`src/rtl/fsx_timing_mixer_pkg.sv`:
```
// Shared types and timing helpers for the frame synthesizer timing generator and mixer.
// Contents: RGB332 pixel struct, line/frame total, counter width and active-window start helpers.
package fsx_timing_mixer_pkg;

    localparam int unsigned RGB_W = 8;

    // Panel colour as carried on layer buses and the output pins.
    typedef struct packed {
        logic [2:0] r;
        logic [2:0] g;
        logic [1:0] b;
    } rgb332_t;

    // Clocks (or lines) in one full period: porches, sync and active region.
    function automatic int unsigned fsx_total(input int unsigned fp, input int unsigned sw,
                                              input int unsigned bp, input int unsigned res);
        return fp + sw + bp + res;
    endfunction

    // Counter width able to hold 0..total-1; never narrower than one bit.
    function automatic int unsigned fsx_width(input int unsigned total);
        return (total > 1) ? $clog2(total) : 1;
    endfunction

    // The active window is the tail of each period.
    function automatic int unsigned fsx_active_start(input int unsigned total, input int unsigned res);
        return total - res;
    endfunction

endpackage

```
`src/rtl/fsx_timing_mixer_if.sv`:
```
// Coordinate-issue / layer-return bus between the timing mixer and its layer renderers.
// master (mixer): drives o_de/o_h/o_v, receives layer_rgb/layer_valid.
// slave (renderers): the reverse. layer i colour occupies layer_rgb[8i+7:8i].
interface fsx_timing_mixer_if #(
    parameter int unsigned NUM_LAYERS = 2,
    parameter int unsigned HW         = 9,
    parameter int unsigned VW         = 9
);
    logic                      o_de;
    logic [HW-1:0]             o_h;
    logic [VW-1:0]             o_v;
    logic [8*NUM_LAYERS-1:0]   layer_rgb;
    logic [NUM_LAYERS-1:0]     layer_valid;

    modport master (output o_de, o_h, o_v, input layer_rgb, layer_valid);
    modport slave  (input o_de, o_h, o_v, output layer_rgb, layer_valid);
endinterface

```
`src/rtl/fsx_timing_mixer_delay_line.sv`:
```
// Resettable shift register used to align timing strobes with layer return latency.
// Ports: vga_clk, reset (sync, active-high), din/dout WIDTH bits. DEPTH=0 degenerates to a wire.
module fsx_timing_mixer_delay_line #(
    parameter int unsigned       WIDTH     = 4,
    parameter int unsigned       DEPTH     = 2,
    parameter logic [WIDTH-1:0]  RESET_VAL = '0
) (
    input  logic             vga_clk,
    input  logic             reset,
    input  logic [WIDTH-1:0] din,
    output logic [WIDTH-1:0] dout
);

    generate
        if (DEPTH == 0) begin : g_wire
            logic unused_ctrl;
            assign unused_ctrl = ^{vga_clk, reset};
            assign dout = din;
        end else begin : g_pipe
            logic [DEPTH-1:0][WIDTH-1:0] stage;

            // Stage 0 takes the new sample; later stages shift toward dout.
            always_ff @(posedge vga_clk) begin
                if (reset) begin
                    stage <= {DEPTH{RESET_VAL}};
                end else begin
                    stage[0] <= din;
                    for (int i = 1; i < DEPTH; i++) begin
                        stage[i] <= stage[i-1];
                    end
                end
            end

            assign dout = stage[DEPTH-1];
        end
    endgenerate

endmodule

```
`src/rtl/fsx_timing_mixer.sv`:
```
// Programmable video timing generator with an N-layer priority pixel mixer driving an RGB332 panel.
// Ports: vga_clk, reset (sync, active-high); layer_en, bg_color; layer_bus (coordinate issue +
// layer return); h_count/v_count raw counters; vga_r/g/b/hs/vs/de panel pins and frameDrawn pulse.
module fsx_timing_mixer
    import fsx_timing_mixer_pkg::*;
#(
    parameter int unsigned H_RES      = 480,
    parameter int unsigned H_FP       = 2,
    parameter int unsigned H_SYNC     = 41,
    parameter int unsigned H_BP       = 2,
    parameter int unsigned V_RES      = 272,
    parameter int unsigned V_FP       = 2,
    parameter int unsigned V_SYNC     = 10,
    parameter int unsigned V_BP       = 2,
    parameter bit          H_POL      = 1'b0,
    parameter bit          V_POL      = 1'b0,
    parameter int unsigned NUM_LAYERS = 2,
    parameter int unsigned LAYER_LAT  = 2,
    localparam int unsigned H_TOTAL   = fsx_total(H_FP, H_SYNC, H_BP, H_RES),
    localparam int unsigned V_TOTAL   = fsx_total(V_FP, V_SYNC, V_BP, V_RES),
    localparam int unsigned HW        = fsx_width(H_TOTAL),
    localparam int unsigned VW        = fsx_width(V_TOTAL)
) (
    input  logic                  vga_clk,
    input  logic                  reset,
    input  logic [NUM_LAYERS-1:0] layer_en,
    input  logic [RGB_W-1:0]      bg_color,
    fsx_timing_mixer_if.master    layer_bus,
    output logic [HW-1:0]         h_count,
    output logic [VW-1:0]         v_count,
    output logic [2:0]            vga_r,
    output logic [2:0]            vga_g,
    output logic [1:0]            vga_b,
    output logic                  vga_hs,
    output logic                  vga_vs,
    output logic                  vga_de,
    output logic                  frameDrawn
);

    localparam logic [HW-1:0] H_LAST       = HW'(H_TOTAL - 1);
    localparam logic [HW-1:0] H_SYNC_START = HW'(H_FP);
    localparam logic [HW-1:0] H_SYNC_END   = HW'(H_FP + H_SYNC);
    localparam logic [HW-1:0] H_ACT        = HW'(fsx_active_start(H_TOTAL, H_RES));
    localparam logic [VW-1:0] V_LAST       = VW'(V_TOTAL - 1);
    localparam logic [VW-1:0] V_SYNC_START = VW'(V_FP);
    localparam logic [VW-1:0] V_SYNC_END   = VW'(V_FP + V_SYNC);
    localparam logic [VW-1:0] V_ACT        = VW'(fsx_active_start(V_TOTAL, V_RES));

    // Delay-line word: {hs, vs, de, eof}; idle value is the inactive level of each strobe.
    localparam int unsigned     DL_W    = 4;
    localparam logic [DL_W-1:0] DL_IDLE = {~H_POL, ~V_POL, 1'b0, 1'b0};

    logic            h_act, v_act, de_raw, hs_raw, vs_raw, eof_raw;
    logic [DL_W-1:0] dl_in, dl_out;
    logic            d_hs, d_vs, d_de, d_eof;
    rgb332_t         mix_c;

    // Raster counters: h wraps every line, v advances on h wrap and wraps per frame.
    always_ff @(posedge vga_clk) begin
        if (reset) begin
            h_count <= '0;
            v_count <= '0;
        end else if (h_count == H_LAST) begin
            h_count <= '0;
            v_count <= (v_count == V_LAST) ? '0 : v_count + VW'(1);
        end else begin
            h_count <= h_count + HW'(1);
        end
    end

    // Window decode from the raw counters.
    always_comb begin
        h_act   = (h_count >= H_ACT);
        v_act   = (v_count >= V_ACT);
        de_raw  = h_act && v_act;
        hs_raw  = ((h_count >= H_SYNC_START) && (h_count < H_SYNC_END)) ? H_POL : ~H_POL;
        vs_raw  = ((v_count >= V_SYNC_START) && (v_count < V_SYNC_END)) ? V_POL : ~V_POL;
        eof_raw = (h_count == H_LAST) && (v_count == V_LAST);
    end

    // Coordinates handed to renderers are zeroed outside the active window.
    assign layer_bus.o_de = de_raw;
    assign layer_bus.o_h  = de_raw ? (h_count - H_ACT) : '0;
    assign layer_bus.o_v  = de_raw ? (v_count - V_ACT) : '0;

    assign dl_in = {hs_raw, vs_raw, de_raw, eof_raw};

    fsx_timing_mixer_delay_line #(
        .WIDTH     (DL_W),
        .DEPTH     (LAYER_LAT),
        .RESET_VAL (DL_IDLE)
    ) u_delay (
        .vga_clk (vga_clk),
        .reset   (reset),
        .din     (dl_in),
        .dout    (dl_out)
    );

    assign {d_hs, d_vs, d_de, d_eof} = dl_out;

    // Priority mix: scan high to low so the lowest visible index is written last and wins.
    always_comb begin
        mix_c = '0;
        if (d_de) begin
            mix_c = rgb332_t'(bg_color);
            for (int i = NUM_LAYERS - 1; i >= 0; i--) begin
                if (layer_en[i] && layer_bus.layer_valid[i]) begin
                    mix_c = rgb332_t'(layer_bus.layer_rgb[RGB_W*i +: RGB_W]);
                end
            end
        end
    end

    // Panel output register; frameDrawn rides alongside the last pixel of the frame.
    always_ff @(posedge vga_clk) begin
        if (reset) begin
            vga_hs     <= ~H_POL;
            vga_vs     <= ~V_POL;
            vga_de     <= 1'b0;
            vga_r      <= '0;
            vga_g      <= '0;
            vga_b      <= '0;
            frameDrawn <= 1'b0;
        end else begin
            vga_hs     <= d_hs;
            vga_vs     <= d_vs;
            vga_de     <= d_de;
            vga_r      <= mix_c.r;
            vga_g      <= mix_c.g;
            vga_b      <= mix_c.b;
            frameDrawn <= d_eof;
        end
    end

endmodule
```
`src/flat_wrapper.sv`:
```
// flat-port wrapper written by rule: the top's interface ports become plain ports
module fsx_timing_mixer_flat import fsx_timing_mixer_pkg::*;
#(
    parameter int unsigned H_RES      = 480,
    parameter int unsigned H_FP       = 2,
    parameter int unsigned H_SYNC     = 41,
    parameter int unsigned H_BP       = 2,
    parameter int unsigned V_RES      = 272,
    parameter int unsigned V_FP       = 2,
    parameter int unsigned V_SYNC     = 10,
    parameter int unsigned V_BP       = 2,
    parameter bit          H_POL      = 1'b0,
    parameter bit          V_POL      = 1'b0,
    parameter int unsigned NUM_LAYERS = 2,
    parameter int unsigned LAYER_LAT  = 2,
    localparam int unsigned H_TOTAL   = fsx_total(H_FP, H_SYNC, H_BP, H_RES),
    localparam int unsigned V_TOTAL   = fsx_total(V_FP, V_SYNC, V_BP, V_RES),
    localparam int unsigned HW        = fsx_width(H_TOTAL),
    localparam int unsigned VW        = fsx_width(V_TOTAL)
)
  (vga_clk, reset, layer_en, bg_color, h_count, v_count, vga_r, vga_g, vga_b, vga_hs, vga_vs, vga_de, frameDrawn, layer_bus_o_de, layer_bus_o_h, layer_bus_o_v, layer_bus_layer_rgb, layer_bus_layer_valid);
  fsx_timing_mixer_if #(.NUM_LAYERS(NUM_LAYERS)) layer_bus_i ();
  input  logic vga_clk;
  input  logic reset;
  input  logic [NUM_LAYERS-1:0] layer_en;
  input  logic [RGB_W-1:0] bg_color;
  output logic [HW-1:0] h_count;
  output logic [VW-1:0] v_count;
  output logic [2:0] vga_r;
  output logic [2:0] vga_g;
  output logic [1:0] vga_b;
  output logic vga_hs;
  output logic vga_vs;
  output logic vga_de;
  output logic frameDrawn;
  output wire logic [$bits(layer_bus_i.o_de)-1:0] layer_bus_o_de;
  output wire logic [$bits(layer_bus_i.o_h)-1:0] layer_bus_o_h;
  output wire logic [$bits(layer_bus_i.o_v)-1:0] layer_bus_o_v;
  input wire logic [$bits(layer_bus_i.layer_rgb)-1:0] layer_bus_layer_rgb;
  input wire logic [$bits(layer_bus_i.layer_valid)-1:0] layer_bus_layer_valid;
  assign layer_bus_o_de = layer_bus_i.o_de;
  assign layer_bus_o_h = layer_bus_i.o_h;
  assign layer_bus_o_v = layer_bus_i.o_v;
  assign layer_bus_i.layer_rgb = layer_bus_layer_rgb;
  assign layer_bus_i.layer_valid = layer_bus_layer_valid;
  fsx_timing_mixer #(.H_RES(H_RES), .H_FP(H_FP), .H_SYNC(H_SYNC), .H_BP(H_BP), .V_RES(V_RES), .V_FP(V_FP), .V_SYNC(V_SYNC), .V_BP(V_BP), .H_POL(H_POL), .V_POL(V_POL), .NUM_LAYERS(NUM_LAYERS), .LAYER_LAT(LAYER_LAT)) u_core (.vga_clk(vga_clk), .reset(reset), .layer_en(layer_en), .bg_color(bg_color), .layer_bus(layer_bus_i), .h_count(h_count), .v_count(v_count), .vga_r(vga_r), .vga_g(vga_g), .vga_b(vga_b), .vga_hs(vga_hs), .vga_vs(vga_vs), .vga_de(vga_de), .frameDrawn(frameDrawn));
endmodule
```
`config.mk`:
```
export PLATFORM = sky130hd
export DESIGN_NAME = fsx_timing_mixer_flat
export DESIGN_NICKNAME = d
export VERILOG_FILES = /design/src/rtl/fsx_timing_mixer_pkg.sv /design/src/rtl/fsx_timing_mixer_if.sv /design/src/rtl/fsx_timing_mixer_delay_line.sv /design/src/rtl/fsx_timing_mixer.sv /design/src/flat_wrapper.sv
export SDC_FILE = /design/constraint.sdc
export NUM_CORES = 1
export LEC_CHECK = 0
export ABC_AREA = 1
export CORE_MARGIN = 2
export CORE_UTILIZATION = 41
export CTS_BUF_LIST = sky130_fd_sc_hd__clkbuf_4 sky130_fd_sc_hd__clkbuf_8 sky130_fd_sc_hd__clkbuf_16
export DETAILED_ROUTE_END_ITERATION = 8
export GPL_TIMING_DRIVEN = 1
export PLACE_DENSITY_LB_ADDON = 0.15
export SKIP_LAST_GASP = 1
export SLEW_MARGIN = 20
export SYNTH_ARGS = -nofsm -noshare
export SYNTH_HDL_FRONTEND = slang
export SYNTH_SLANG_ARGS = --single-unit
export TNS_END_PERCENT = 100
```
`constraint.sdc`:
```
create_clock -name vga_clk -period 1.9 [get_ports vga_clk]
set_clock_uncertainty 0.15 [all_clocks]
set_input_delay 0.57 -clock vga_clk [delete_from_list [all_inputs] [get_ports vga_clk]]
set_output_delay 0.57 -clock vga_clk [all_outputs]
set_load 0.005 [all_outputs]
```
-- Yosys cells after proc, flatten, opt, wreduce, memory -nomap -nowiden
Index checks and enable logic that the tools add are counted.
- bits in registers: 39
- bits of input ports: 30
- output and inout bits: 50
- logic and storage cells: 39
- $add $sub $neg: 4
- order comparisons: 6
- eq/ne operators: 2
- mux-type cells: 7
- bitwise operators: 1
- reductions and logical operators: 8
- operator list (kind ; number):
    2-to-1 mux 9 bit ; 3
    2-to-1 mux 8 bit ; 2
    adder 10 x 1 -> 10 bit (second input constant) ; 1
    equality test 10 bit (second input constant) ; 1
    >= comparator 10 x 2 -> 1 bit (second input constant) ; 1
    >= comparator 10 x 6 -> 1 bit (second input constant) ; 1
    < comparator 10 x 6 -> 1 bit (second input constant) ; 1
    adder 9 x 1 -> 9 bit (second input constant) ; 1
    equality test 9 bit (second input constant) ; 1
    >= comparator 9 x 2 -> 1 bit (second input constant) ; 1
    >= comparator 9 x 4 -> 1 bit (second input constant) ; 1
    < comparator 9 x 4 -> 1 bit (second input constant) ; 1
    subtractor 9 x 4 -> 9 bit (second input constant) ; 1
    subtractor 9 x 6 -> 9 bit (second input constant) ; 1
    logical AND 1 bit ; 6
    OR reduction 2 bit ; 2
    2-to-1 mux 1 bit ; 2
    inverter 1 bit ; 1

-- Depth between registers and ports, before layout
Gate-level depths: netlist (run 1).
- depth after elaboration: 3
- gate-level depth with buffers: 10
- mapped depth without buffers: 9

-- Hierarchy
Synthesis (run 1) repeated with hierarchy kept, for this count alone.
- cell total of the unflattened synthesis: 342
- area, all modules: 2311.0 µm²
- modules (own cells, without submodules) (module ; instances ; cells each ; area each (µm²) ; seq. area each (µm²)):
    fsx_timing_mixer ; 1 ; 313 ; 2057.0 ; 620.6
    fsx_timing_mixer_delay_line ; 1 ; 29 ; 254.0 ; 160.2

-- Least setup slack after synthesis (run 1)
Ideal clock, no wire load.
- path kind: reg-to-output
- start: reg u_core.h_count[0]
- end: out layer_bus_o_h[8]
- arrival: 1.406 ns
- required time: 1.180 ns
- path slack: -0.226 ns
- stages on the path, launching flop included: 9
- buffers on the path: 1
- cell sequence: dfxtp_1 > inv_1 > ha_1 > nor2_2 > o21ai_2 > nand3_2 > o21ai_2 > buf_6 > nor2_1
- cells in the longest elaborated chain, start to end: 3
- elaborated cells on any way between the ends: 4
- classes of those cells: 1 x add/sub; 1 x order compare; 1 x mux; 1 x reduce/logical
- RTL lines (what ; line ; source):
    start: declaration ; fsx_timing_mixer.sv:29 ; output logic [HW-1:0] h_count,
    start signal: assignment ; fsx_timing_mixer.sv:67 ; h_count <= h_count + HW'(1);
    >= comparator 10 x 6 -> 1 bit ; fsx_timing_mixer.sv:73 ; h_act = (h_count >= H_ACT);
    logical AND 1 bit ; fsx_timing_mixer.sv:75 ; de_raw = h_act && v_act;
    2-to-1 mux 9 bit (*) ; fsx_timing_mixer.sv:83 ; assign layer_bus.o_h = de_raw ? (h_count - H_ACT) : '0;
    end: declaration ; flat_wrapper.sv:37 ; output wire logic [$bits(layer_bus_i.o_h)-1:0] layer_bus_o_h;
Mark *: on every way between the ends. The rest lies on a longest branch, timed or not.

-- Worst setup path after layout (run 1)
- start: reg u_core.h_count[0]
- end: out layer_bus_o_v[6]
- cells in the longest elaborated chain, start to end: 3
- RTL lines (what ; line ; source):
    >= comparator 10 x 6 -> 1 bit ; fsx_timing_mixer.sv:73 ;
    logical AND 1 bit ; fsx_timing_mixer.sv:75 ;
    2-to-1 mux 9 bit ; fsx_timing_mixer.sv:84 ; assign layer_bus.o_v = de_raw ? (v_count - V_ACT) : '0;
    end: declaration ; flat_wrapper.sv:38 ; output wire logic [$bits(layer_bus_i.o_v)-1:0] layer_bus_o_v;
Every way passes these cells.

==> flow_metrics.py, run 1 <==
metrics = {
    "outcome": {
        "status": "complete, but fails checks",
        "violations": "setup timing",
    },
    "floorplan": {
        "core_mm2": 0.00517,
        "die_w_um": 77.9,
        "initial_utilization_pct": 43.3,
        "ios": 80,
        "die_area_mm2": 0.00607,
        "rows": 26,
        "die_y_um": 77.9,
    },
    "worst_hold_path": {
        "hold_start": "u_core.u_delay.g_pipe.stage[0]$_SDFF_PP0_",
        "hold_depth": 2,
        "hp-class": "reg2reg",
        "holdPathEnd": "u_core.u_delay.dout[0]$_SDFF_PP0_",
    },
    "synthesis": {
        "synth_edf_count": 0,
        "synth.avg_cell_area_um2": 7.08,
        "yosys-top-cells-area": "dfxtp_1, nand2_1, nor2_1, nand3_1, inv_1",
        "ys_warn_count": 0,
        "syn_nets": 356,
        "synth_cell_types": 32,
        "async_reset_ff_share_pct": 0,
        "synth_seq_area_share_pct": 34.9,
        "yosysTopAreaCellShare_pct": 34.9,
        "synth_area_leader_cell": "dfxtp_1",
        "synth_flop_cell": "dfxtp_1",
        "ys_ff_latch": 39,
        "netlist_area_mm2": 0.00224,
        "synth_cells": 316,
    },
    "finish": {
        "drive_gt1_share_pct": 35.5,
        "nFillCells": 429,
        "fin_nets": 504,
        "finalInstanceArea_mm2": 0.00377,
        "syn2layout_area_growth_pct": 68.5,
        "instances_no_fill": 535,
        "diodes": 0,
    },
    "place": {
        "dp_slack_ps": -549,
        "io_buffers": 79,
        "dp_hpwl_mm": 5.06,
        "dp_cells": 513,
        "postPlaceCellArea_mm2": 0.00352,
        "gp_congestion": 0.957,
    },
    "critical_path": {
        "r2r-end": "u_core.v_count[1]$_SDFFE_PP0N_",
        "ff2ff_path_depth": 10,
        "crit_start": "u_core.h_count[0]$_SDFF_PP0_",
        "end_kind": "output pin",
        "r2r-start": "u_core.v_count[1]$_SDFFE_PP0N_",
        "crit_type": "reg2out",
        "crit_path_start_kind": "flip-flop",
        "cp.arrival_ps": 1730,
        "cp.required_ps": 1180,
        "r2r_slack_ps": 150,
        "critPathMaxFanout": 6,
    },
    "routing": {
        "vias": 2599,
        "initialDrtViolationCount": 87,
        "ant_nets": 0,
        "drc": 0,
        "via_per_inst": 4.86,
        "dr.pass1.iters": 5,
        "post_drt_wl_per_cell_um": 12.9,
        "wirelength_mm": 6.92,
    },
    "clock_tree": {
        "clkTransAtPathRegs_ps": 80,
        "cts.sink_count": 39,
        "clkLatencyLatePin_ps": 290,
        "clk_path_buf_depth": 2,
        "cts_tree": "done",
        "cts-buffers-inserted": 5,
        "root_buffer": "clkbuf_8",
        "htree_levels": 2,
    },
    "sta": {
        "finalHoldViolCount": 0,
        "setup_tns_ps": -9230,
        "rsz0062_at_grt": "true",
        "finalCritPeriodShare_pct": 129,
        "tightestPinTransition_ps": 332,
        "slew_viol_final": 0,
        "finalWorstSetupSlack_ps": -549,
        "setup_viol": 19,
        "relSlewSlack_pct": 77.8,
        "fmax_mhz": 408,
        "period_minus_slack_ps": 2450,
    },
    "pwr": {
        "p_total_mw": 1.61,
        "power.density_mw_per_mm2": 427,
        "ir_drop_uv": 329,
        "total_leakage_power_nw": 1.90,
    },
    "global_route": {
        "grt_pass1_vias": 2536,
        "grt_max_degree": 17,
        "antenna_found_initial": 0,
        "grt_pass1_wl_mm": 11.3,
        "grt_util_all_layers_pct": 23.2,
        "grt_overflow": 0,
    },
    "job": {
        "cap_violations": 0,
    },
}
state kept, by name, summed over array words and instances (netlist names):
name / count
u_core.vga_vs: 1
u_core.u_delay.g_pipe.stage: 4
u_core.vga_r: 3
u_core.vga_g: 3
u_core.vga_de: 1
u_core.h_count: 10
u_core.frameDrawn: 1
u_core.u_delay.dout: 4
u_core.vga_hs: 1
u_core.v_count: 9
u_core.vga_b: 2
cells by family (layout without fill, tap and decap cells):
logic type | count (synthesis) | in the layout | share of synthesized area, %
and+or+nand+nor | 178 | 178 | 36.6
buffers and inverters | 51 | 200 | 10.7
DFF | 39 | 39 | 34.9
AOI/OAI and AO/OA | 28 | 28 | 8.33
adders and majority gates | 10 | 10 | 5.59
xor gates and xnor gates | 10 | 10 | 3.91
synth_stat cells, types with 4 or more instances:
library cell and instances:
nand2_1 72, nand4_1 7, nor2_1 46, nor2_2 4
o211ai_1 8, a21oi_1 9, o21ai_0 4, buf_6 6
or2_2 5, inv_1 37, dfxtp_1 39, xor2_1 9
ha_1 10, nand3_1 29
repair_timing:
item                                    in CTS  in global routing
resized for setup                          132                 19
pin swaps                                    7                  7
endpoints found under the setup margin      38                 24
cloned                                       1                  0
hold buffers                                 0                  0
buffers inserted                            12                  4
per-stage QoR:
| step | hold WS, ps | util [%] |
|---|---|---|
| floorplan | 238 | - |
| global route | 273 | 72.9 |
| global placement | 240 | 68.0 |
| detailed placement | 248 | 68.0 |
| finish | 257 | 72.9 |
| CTS | 263 | 71.9 |
critical path, cell delays in order (launching register included):
cell     delay (ps)
dfxtp_4         370
inv_4            60
ha_4            130
nor2_4           30
o21ai_2         150
nand3_2         120
o21ai_4         140
buf_12          150
buf_8           120
nor2_1           40
buf_2           120
metal layers:
metal | vias to the layer above | GRT usage (%) | share of wire (%)
met5 | - | 0 | 0
met4 | 0 | 9.65 | 2.3
met3 | 14 | 5.23 | 5.9
met2 | 98 | 40.3 | 50
met1 | 1190 | 27.3 | 42
li1 | 1297 | - | -
placed cells by master, fill, tap and decap left out, types with 10 or more instances in the layout:
| master | instances |
|---|---|
| inv_1 | 34 |
| nand2_1 | 69 |
| buf_4 | 61 |
| dfxtp_2 | 14 |
| dlygate4sd2_1 | 18 |
| dfxtp_1 | 23 |
| nor2_2 | 10 |
| nand3_1 | 28 |
| nor2_1 | 34 |
| buf_2 | 18 |
| clkdlybuf4s50_1 | 41 |
power breakdown:
group	internal, mW	switching (mW)	total [mW]
Clock	0.257	0.304	0.561
Combinational	0.127	0.0887	0.216
Sequential	0.825	0.00802	0.833
Total	1.21	0.401	1.61
layout make-up:
cell class	count	area (um^2)	area share [%]
inverters	40	155	4.11
clock inverters	3	18.8	0.498
clock buffers	5	68.8	1.82
flip-flops and latches	39	806	21.4
repair buffers	152	1310	34.6
well taps	70	87.6	2.32
multi-input cells	226	1330	35.3
how the worst max path moves through the flow:
stage	endpoint	slack, ps	cells past startpoint
after floorplan	layer_bus_o_h[8]	2	8
after global placement	layer_bus_o_h[7]	-520	9
after detailed placement	layer_bus_o_h[7]	-550	9
after CTS	layer_bus_o_v[3]	-550	10
after global routing	layer_bus_o_h[2]	-610	10
final	layer_bus_o_v[6]	-550	10
No activity file was read; power rests on OpenSTA's default activity.
==> run 2, diff against run 1 <==
--- a/config.mk
+++ b/config.mk
@@ -6,7 +6,6 @@
 export NUM_CORES = 1
 export LEC_CHECK = 0
 export ABC_AREA = 1
-export CORE_MARGIN = 2
 export CORE_UTILIZATION = 41
 export CTS_BUF_LIST = sky130_fd_sc_hd__clkbuf_4 sky130_fd_sc_hd__clkbuf_8 sky130_fd_sc_hd__clkbuf_16
 export DETAILED_ROUTE_END_ITERATION = 8
==> flow_metrics.py, run 2 (same netlist as run 1, synthesis figures left out) <==
metrics = {
    "floorplan": {
        "die_y_um": 75.9,
        "ios": 80,
        "die_w_um": 75.9,
        "rows": 26,
        "die_area_mm2": 0.00576,
        "core_mm2": 0.00517,
        "initial_utilization_pct": 43.3,
    },
    "global_route": {
        "grt_overflow": 0,
        "antenna_found_initial": 0,
        "grt_pass1_vias": 2400,
        "grt_max_degree": 17,
        "grt_pass1_wl_mm": 10.2,
        "grt_util_all_layers_pct": 23.7,
    },
    "critical_path": {
        "crit_path_start_kind": "flip-flop",
        "crit_type": "reg2out",
        "end_kind": "output pin",
        "cp_slowest_stage_delay_ps": 370,
        "critPathMaxFanout": 6,
        "cp.required_ps": 1180,
        "crit_family": "buffers and inverters",
        "cp.arrival_ps": 1720,
        "worstPathCellList": "inv_4 > ha_4 > nor2_4 > o21ai_2 > nand3_2 > o21ai_4 > buf_12 > buf_12 > nor2_4 > buf_2",
        "r2r_slack_ps": 40,
        "critical_path_buf_inv_count": 4,
        "slowest_stage": "dfxtp_4",
    },
    "sta": {
        "period_minus_slack_ps": 2440,
        "finalHoldViolCount": 0,
        "fmax_mhz": 410,
        "setup_viol": 20,
        "finalWorstSetupSlack_ps": -540,
        "finalCritPeriodShare_pct": 128,
        "whs_ps": 256,
        "rsz0062_at_grt": "true",
        "relSlewSlack_pct": 79.9,
        "setup_tns_ps": -9360,
        "tightestPinTransition_ps": 299,
        "slew_viol_final": 0,
    },
    "finish": {
        "instances_no_fill": 539,
        "drive_gt1_share_pct": 36.7,
        "final_cell_mix": "nand2_1, buf_4, clkdlybuf4s50_1",
        "top_register": "u_core.h_count",
        "finalInstanceArea_mm2": 0.00384,
        "final_common_cell": "nand2_1",
        "syn2layout_area_growth_pct": 71.6,
        "largest_register_ffs": 10,
        "fin_util_pct": 74.3,
        "fin_nets": 508,
        "top_regs": "u_core.h_count: 10 flops, u_core.v_count: 9 flops",
        "diodes": 0,
    },
    "clock_tree": {
        "clk_path_buf_depth": 2,
        "clkTransAtPathRegs_ps": 80,
        "cts_tree": "done",
        "cts-buffers-inserted": 5,
        "clkLatencyLatePin_ps": 300,
        "htree_levels": 2,
        "root_buffer": "clkbuf_8",
        "cts.sink_count": 39,
    },
    "worst_hold_path": {
        "hp-class": "reg2reg",
    },
    "routing": {
        "wirelength_mm": 6.81,
        "wl_met1_mm": 2.82,
        "wl_met3_um": 313,
        "wl_met2_mm": 3.48,
        "post_drt_wl_per_cell_um": 12.6,
        "initialDrtViolationCount": 118,
        "top_layer_used": "met4",
        "ant_nets": 0,
        "via_per_inst": 4.81,
        "dr.pass1.iters": 4,
        "drc": 0,
        "vias": 2591,
    },
    "pwr": {
        "p_total_mw": 1.65,
        "ir_drop_uv": 346,
        "power.density_mw_per_mm2": 428,
        "total_leakage_power_nw": 1.93,
    },
    "place": {
        "dp_cells": 514,
        "dp_hpwl_mm": 4.66,
        "dp_slack_ps": -485,
        "postPlaceCellArea_mm2": 0.00353,
        "io_buffers": 79,
        "gp_congestion": 0.915,
    },
    "outcome": {
        "violations": "setup timing",
        "status": "complete, but fails checks",
    },
    "job": {
        "cap_violations": 0,
    },
}
## run 2: tightest hold or removal path, cell delays in order (launching register included)
cell and delay [ps]:
dfxtp_1 300, inv_1 40, nor2_1 30
## run 2: final timing paths
path,start,end,cells after the start
worst max-delay path,u_core.h_count[0]$_SDFF_PP0_,layer_bus_o_h[0],10
worst max register to register,u_core.h_count[0]$_SDFF_PP0_,u_core.h_count[2]$_SDFF_PP0_,11
worst min-delay path,u_core.u_delay.dout[0]$_SDFF_PP0_,u_core.frameDrawn$_SDFF_PP0_,2
worst min register to register,u_core.u_delay.dout[0]$_SDFF_PP0_,u_core.frameDrawn$_SDFF_PP0_,2
## run 2: what timing repair did
item	in CTS	in global routing
hold buffers	0	0
resized for setup	130	23
endpoints found under the hold margin	0	0
pin swaps	6	7
cloned	1	1
endpoints found under the setup margin	36	25
setup buffers	9	7
## run 2: area by class of cell
class                           instances  area, um^2
Clock buffer                            5        68.8
Clock inverter                          3        18.8
Fill cell                             398        1330
Inverter                               40         155
Multi-Input combinational cell        227        1340
Sequential cell                        39         810
Tap cell                               70        87.6
Timing Repair Buffer                  155        1370
## run 2: where the power goes
group | switching [mW] | internal, mW
sequential | 0.00627 | 0.824
combinational | 0.0967 | 0.138
clock | 0.324 | 0.257
total | 0.426 | 1.22
## run 2: per-layer routing
layer / global-route usage [%] / vias up
met2: 42.4 / 71
met1: 27.4 / 1198
li1: - / 1304
met4: 9.26 / 0
met3: 5.03 / 18
met5: 0 / -
